**src/rtl/physics_step_scheduler_if.sv**
```systemverilog
// rtl/physics_step_scheduler_if.sv - engine/display handshake bundle for physics_step_scheduler (step_btn present when SINGLE_STEP_EN is defined)
interface physics_step_scheduler_if #(
  parameter int SPRITES    = 1,
  parameter int DIMENSIONS = 2,
  parameter int WIDTH      = 32,
  parameter int STEP_W     = 6
);
  localparam int LW = SPRITES * DIMENSIONS * WIDTH;

  logic              run;
  logic              frame_tick;
  logic [STEP_W-1:0] steps_per_frame;
  logic              step_start;
  logic              step_done;
  logic [LW-1:0]     locations_in;
  logic [LW-1:0]     locations_out;
  logic              snap_valid;
  logic [15:0]       frame_cnt;
  logic [7:0]        overrun_cnt;
  logic              stall;
  logic              busy;
`ifdef SINGLE_STEP_EN
  logic              step_btn;
`endif

  // Scheduler side
  modport slave (
    input  run, frame_tick, steps_per_frame, step_done, locations_in,
`ifdef SINGLE_STEP_EN
    input  step_btn,
`endif
    output step_start, locations_out, snap_valid, frame_cnt, overrun_cnt, stall, busy
  );

  // Controlling side (video timing, engine, display)
  modport master (
    output run, frame_tick, steps_per_frame, step_done, locations_in,
`ifdef SINGLE_STEP_EN
    output step_btn,
`endif
    input  step_start, locations_out, snap_valid, frame_cnt, overrun_cnt, stall, busy
  );
endinterface

```
**src/rtl/physics_step_scheduler.sv**
```systemverilog
// rtl/physics_step_scheduler.sv - per-frame physics step sequencer with location snapshot; optional SINGLE_STEP_EN adds step_btn single-stepping
module physics_step_scheduler #(
  parameter int SPRITES    = 1,
  parameter int DIMENSIONS = 2,
  parameter int WIDTH      = 32,
  parameter int STEP_W     = 6,
  parameter int TIMEOUT    = 65535
) (
  input  logic                    clk,
  input  logic                    rst_l,
  physics_step_scheduler_if.slave bus
);
  localparam int LW = SPRITES * DIMENSIONS * WIDTH;
  localparam int TW = $clog2(TIMEOUT + 1);

  typedef enum logic [2:0] {S_IDLE, S_ARMED, S_ISSUE, S_WAIT_DONE, S_SNAP} state_t;

  state_t            state_q, state_d;
  logic [STEP_W-1:0] n_q, n_d;
  logic [STEP_W-1:0] k_q, k_d;
  logic [STEP_W-1:0] k_inc;
  logic [TW-1:0]     timer_q, timer_d;
  logic              stall_q, stall_d;
  logic              snap_q, snap_d;
  logic [LW-1:0]     loc_q;
  logic [15:0]       frame_cnt_q;
  logic [7:0]        overrun_q;
  logic              in_frame;
  logic              btn_rise;

`ifdef SINGLE_STEP_EN
  logic btn_q;

  // Remember the previous button level so only a rising edge starts a step
  always_ff @(posedge clk or negedge rst_l) begin
    if (!rst_l) btn_q <= 1'b0;
    else        btn_q <= bus.step_btn;
  end

  assign btn_rise = bus.step_btn & ~btn_q;
`else
  assign btn_rise = 1'b0;
`endif

  assign k_inc    = k_q + 1'b1;
  assign in_frame = (state_q == S_ISSUE) || (state_q == S_WAIT_DONE) || (state_q == S_SNAP);

  // Next-state logic: frame sequencing, step counting and stall detection
  always_comb begin
    state_d = state_q;
    n_d     = n_q;
    k_d     = k_q;
    timer_d = timer_q;
    stall_d = stall_q;
    case (state_q)
      S_IDLE: begin
        if (bus.run) begin
          state_d = S_ARMED;
        end else if (btn_rise) begin
          // Manual single step reuses the normal path with a one-step frame
          n_d     = STEP_W'(1);
          k_d     = '0;
          state_d = S_ISSUE;
        end
      end
      S_ARMED: begin
        if (!bus.run) begin
          state_d = S_IDLE;
        end else if (bus.frame_tick) begin
          n_d     = bus.steps_per_frame;
          k_d     = '0;
          state_d = (bus.steps_per_frame == '0) ? S_SNAP : S_ISSUE;
        end
      end
      S_ISSUE: begin
        timer_d = '0;
        state_d = S_WAIT_DONE;
      end
      S_WAIT_DONE: begin
        if (bus.step_done) begin
          k_d     = k_inc;
          state_d = ((k_inc == n_q) || !bus.run) ? S_SNAP : S_ISSUE;
        end else if (timer_q == TW'(TIMEOUT - 1)) begin
          // Engine never answered: give up on this frame without a snapshot
          stall_d = 1'b1;
          state_d = S_IDLE;
        end else begin
          timer_d = timer_q + 1'b1;
        end
      end
      S_SNAP: begin
        state_d = bus.run ? S_ARMED : S_IDLE;
      end
      default: state_d = S_IDLE;
    endcase
    // Capture on entry so snap_valid and the new locations appear together
    snap_d = (state_d == S_SNAP);
  end

  // Control state registers
  always_ff @(posedge clk or negedge rst_l) begin
    if (!rst_l) begin
      state_q <= S_IDLE;
      n_q     <= '0;
      k_q     <= '0;
      timer_q <= '0;
      stall_q <= 1'b0;
    end else begin
      state_q <= state_d;
      n_q     <= n_d;
      k_q     <= k_d;
      timer_q <= timer_d;
      stall_q <= stall_d;
    end
  end

  // Display snapshot bank, frame counter and saturating overrun counter
  always_ff @(posedge clk or negedge rst_l) begin
    if (!rst_l) begin
      snap_q      <= 1'b0;
      loc_q       <= '0;
      frame_cnt_q <= '0;
      overrun_q   <= '0;
    end else begin
      snap_q <= snap_d;
      if (snap_d) begin
        loc_q       <= bus.locations_in;
        frame_cnt_q <= frame_cnt_q + 16'd1;
      end
      if (bus.frame_tick && in_frame && (overrun_q != 8'hFF)) begin
        overrun_q <= overrun_q + 8'd1;
      end
    end
  end

  assign bus.step_start    = (state_q == S_ISSUE);
  assign bus.busy          = in_frame;
  assign bus.snap_valid    = snap_q;
  assign bus.locations_out = loc_q;
  assign bus.frame_cnt     = frame_cnt_q;
  assign bus.overrun_cnt   = overrun_q;
  assign bus.stall         = stall_q;
endmodule

```
**src/flat_wrapper.sv**
```systemverilog
// flat-port wrapper written by rule: the top's interface ports become plain ports
module physics_step_scheduler_flat 
#(
  parameter int SPRITES    = 1,
  parameter int DIMENSIONS = 2,
  parameter int WIDTH      = 32,
  parameter int STEP_W     = 6,
  parameter int TIMEOUT    = 65535
)
  (clk, rst_l, bus_run, bus_frame_tick, bus_steps_per_frame, bus_step_done, bus_locations_in, bus_step_start, bus_locations_out, bus_snap_valid, bus_frame_cnt, bus_overrun_cnt, bus_stall, bus_busy);
  physics_step_scheduler_if #(.SPRITES(SPRITES), .DIMENSIONS(DIMENSIONS), .WIDTH(WIDTH), .STEP_W(STEP_W)) bus_i ();
  input  logic clk;
  input  logic rst_l;
  input wire logic [$bits(bus_i.run)-1:0] bus_run;
  input wire logic [$bits(bus_i.frame_tick)-1:0] bus_frame_tick;
  input wire logic [$bits(bus_i.steps_per_frame)-1:0] bus_steps_per_frame;
  input wire logic [$bits(bus_i.step_done)-1:0] bus_step_done;
  input wire logic [$bits(bus_i.locations_in)-1:0] bus_locations_in;
  output wire logic [$bits(bus_i.step_start)-1:0] bus_step_start;
  output wire logic [$bits(bus_i.locations_out)-1:0] bus_locations_out;
  output wire logic [$bits(bus_i.snap_valid)-1:0] bus_snap_valid;
  output wire logic [$bits(bus_i.frame_cnt)-1:0] bus_frame_cnt;
  output wire logic [$bits(bus_i.overrun_cnt)-1:0] bus_overrun_cnt;
  output wire logic [$bits(bus_i.stall)-1:0] bus_stall;
  output wire logic [$bits(bus_i.busy)-1:0] bus_busy;
  assign bus_i.run = bus_run;
  assign bus_i.frame_tick = bus_frame_tick;
  assign bus_i.steps_per_frame = bus_steps_per_frame;
  assign bus_i.step_done = bus_step_done;
  assign bus_i.locations_in = bus_locations_in;
  assign bus_step_start = bus_i.step_start;
  assign bus_locations_out = bus_i.locations_out;
  assign bus_snap_valid = bus_i.snap_valid;
  assign bus_frame_cnt = bus_i.frame_cnt;
  assign bus_overrun_cnt = bus_i.overrun_cnt;
  assign bus_stall = bus_i.stall;
  assign bus_busy = bus_i.busy;
  physics_step_scheduler #(.SPRITES(SPRITES), .DIMENSIONS(DIMENSIONS), .WIDTH(WIDTH), .STEP_W(STEP_W), .TIMEOUT(TIMEOUT)) u_core (.clk(clk), .rst_l(rst_l), .bus(bus_i));
endmodule
```
**config.mk**
```make
export PLATFORM = sky130hd
export DESIGN_NAME = physics_step_scheduler_flat
export DESIGN_NICKNAME = d
export VERILOG_FILES = /design/src/rtl/physics_step_scheduler_if.sv /design/src/rtl/physics_step_scheduler.sv /design/src/flat_wrapper.sv
export SDC_FILE = /design/constraint.sdc
export NUM_CORES = 1
export LEC_CHECK = 0
export BUFFER_PORTS_ARGS = -buffer_cell sky130_fd_sc_hd__clkbuf_2
export CAP_MARGIN = 20
export CELL_PAD_IN_SITES_DETAIL_PLACEMENT = 1
export CELL_PAD_IN_SITES_GLOBAL_PLACEMENT = 1
export CORE_MARGIN = 2
export CORE_UTILIZATION = 41
export DETAILED_ROUTE_END_ITERATION = 10
export HOLD_SLACK_MARGIN = 0.02
export PLACE_DENSITY = 0.87
export SYNTH_ARGS = -nofsm -noshare
export SYNTH_HDL_FRONTEND = slang
export SYNTH_SLANG_ARGS = --single-unit
```
**constraint.sdc**
```tcl
create_clock -name clk -period 2.9 [get_ports clk]
set_input_delay 0.435 -clock clk [delete_from_list [all_inputs] [get_ports clk]]
set_output_delay 0.435 -clock clk [all_outputs]
set_load 0.1 [all_outputs]
```
==> results.yml <==
synth:
  netlist_area_um2: 5500
  async_reset_ff_frac: 1.00
  syn_nets: 469
  ys_seq_area_frac: 0.551
  yosys_warnings: 0
  yosys.area.top_type: "dfrtp_1"
  syn_inst: 389
  ys_types: 42
  synth-seq-cells: 121
  synthDominantCellAreaShare: 0.551
  yosys-top-cells-area: "dfrtp_1, mux2_4, xnor2_1"
  avgSynthCellArea_um2: 14.1
  synthFlopType: "dfrtp_1"
  synth-edff-count: 0
setup_path:
  critPathMaxFanout: 39
  ff2ff_setup_slack_ns: 0.36
  critical_path_class: "flip-flop to flip-flop"
  cp.required_ns: 3.19
  rr_worst_depth: 7
  max_stage_delay_ns: 0.42
  r2r_end: "u_core.bus.locations_out[47]"
  arrival_ns: 2.83
  slowest_stage: "dfrtp_1"
  startpoint_type: "flip-flop"
  crit_path_end_kind: "flip-flop"
  reg2reg_from: "u_core.k_q[0]"
  cp_cell_sequence: "ha_1 -> and3_2 -> xnor3_1 -> o2111a_1 -> a31o_4 -> buf_12 -> mux2_4"
place:
  place.gp.congestion: 0.808
  placed_area_um2: 6440
  port_buffers: 166
  hpwl_um: 9950
cts:
  cts_htree_levels: 4
  cts_tree: "built"
  cts_repair_resize_count: 0
  clk_latency_ns: 0.42
  cts_root_buf: "clkbuf_16"
  clk_pin_slew_worst_paths_ns: 0.05
  cts_made_buffers: 17
  cts.sinks: 121
  clk_path_buf_depth: 2
route:
  drc: 0
  wire_per_inst_um: 18.5
  vias: 3813
  routed_via_density: 5.05
  wl_um: 14000
  first_iter_violations: 165
  firstDrtPassIters: 4
  ant_nets: 0
floorplanning:
  die_area_um2: 14300
  fp.dieW_um: 120
  start_util: 0.417
  pin_count: 167
  core_um2: 13200
  rows: 42
  die_y_um: 120
grt:
  grt_usage: 0.206
  grt_first_pass_wirelength_um: 22700
  top_usage_layer: "met2"
  grt_max_degree: 54
  met2_usage: 0.364
  met1_usage: 0.228
  grt_overflow: 0
  met3_usage: 0.0604
  antenna_found_initial: 0
  grt_pass1_vias: 4385
hold_path:
  hold_depth: 2
  worst_hold_path_type: "input pin to flip-flop"
  hp-start: "bus_locations_in[39]"
  holdPathEnd: "u_core.bus.locations_out[39]"
cells_and_area:
  drive_gt1_frac: 0.478
  design_area_um2: 7050
  diodes: 0
  syn_to_final_growth_pct: 28.3
  fin_util: 0.535
  fin_nets: 647
sta:
  fin_skew_ns: 0.00777
  fmax_ghz: 0.394
  worst_slew_pin_slew_ns: 0.629
  drv_slew: 0
  finalSetupTns_ns: 0
  finalSetupViolations: 0
  fin_crit_sh: 0.874
  finalHoldViolations: 0
  fin_crit_ns: 2.54
  rsz0062_at_grt: "false"
  slew_headroom: 0.581
job:
  maxCapViolCount: 0
run_status:
  run_status: "complete, no violations"
## logic make-up after synthesis
kind of cell	share of synthesized area
and+or+nand+nor	0.0897
xor gates and xnor gates	0.0742
DFF	0.551
muxes	0.195
AOI/OAI and AO/OA	0.0412
buffers and inverters	0.0376
adders and majority gates	0.0114
## stage by stage
stage / hold slack (ns) / setup slack (ns) / instances
5_1_grt: 0.234 / 0.245 / 755
3_3_place_gp: 0.344 / 0.511 / 723
2_1_floorplan: 0.139 / 0.000218 / 389
6_report: 0.251 / 0.364 / 755
3_5_place_dp: 0.348 / 0.429 / 723
4_1_cts: 0.235 / 0.348 / 755
## worst max path at each step
stage                                 from                           end  slack [ns]
finish                       u_core.k_q[0]  u_core.bus.locations_out[47]        0.36
global route                 u_core.k_q[0]  u_core.bus.locations_out[47]        0.25
CTS                          u_core.k_q[0]  u_core.bus.locations_out[17]        0.35
detailed placement           u_core.k_q[0]  u_core.bus.locations_out[20]        0.43
global placement    bus_steps_per_frame[2]  u_core.bus.locations_out[37]        0.51
floorplan                u_core.state_q[0]     u_core.bus.overrun_cnt[3]      0.0002
## placed cells by master (no fill, tap or decap), types with 2 or more instances in the layout
cell type / n
mux2_2: 9
o2111a_1: 2
nand2_1: 22
dfrtp_1: 121
clkbuf_16: 17
buf_12: 3
xor2_1: 21
buf_4: 5
inv_1: 2
mux2_4: 64
nand2b_1: 4
and4_1: 3
nand4_1: 10
xnor2_1: 23
nor2_1: 23
nand3_1: 12
o2111ai_1: 5
and2_1: 2
clkbuf_1: 4
bufinv_16: 3
a31oi_1: 3
o21ai_0: 12
ha_1: 5
and3_1: 13
clkbuf_2: 164
clkbuf_8: 3
clkinv_2: 2
## area by class of cell
type,instances,area (µm²)
inverters,2,7.51
clock buffers,24,482
repair buffers,173,928
fillers,1398,6140
well taps,176,220
clock inverters,7,116
flip-flops and latches,121,3030
multi-input cells,252,2270
## synth_stat cells (2+ instances only)
cell type,count
a31oi_1,3
and2_1,2
and3_1,13
and4_1,3
buf_12,8
buf_6,2
clkbuf_1,2
dfrtp_1,121
ha_1,5
inv_1,2
mux2_2,9
mux2_4,64
nand2_1,22
nand2b_1,4
nand3_1,12
nand4_1,10
nor2_1,23
o2111a_1,2
o2111ai_1,5
o21ai_0,13
xnor2_1,23
xor2_1,21
## critical path, delay by kind of cell (launching register included)
kind,cells,cell delay [ns]
AO/OA/AOI/OAI,2,0.57
flip-flops,1,0.42
multiplexers,1,0.34
buffers and inverters,1,0.31
adder cells (fa/ha/maj),1,0.28
AND/OR/NAND/NOR,1,0.22
XOR/XNOR,1,0.22
## per-layer routing
metal,up-vias,share of wire
met2,114,0.54
li1,1730,-
met5,-,0
met1,1930,0.38
met3,39,0.042
met4,0,0.031
## repair_timing
item,4_1_cts,5_1_grt
hold buffers,1,0
buffers inserted,0,0
setup endpoints to repair,0,0
endpoints found under the hold margin,18,0
## state kept, by name, summed over array words and instances (netlist names)
name	count
u_core.bus.locations_out	64
u_core.bus.snap_valid	1
u_core.bus.stall	1
u_core.bus.frame_cnt	16
u_core.k_q	6
u_core.n_q	6
u_core.timer_q	16
u_core.bus.overrun_cnt	8
u_core.state_q	3
Power is left out: the tool's default activity adds up to more than one toggle a clock period on the data nets, which glitch-free logic cannot reach.
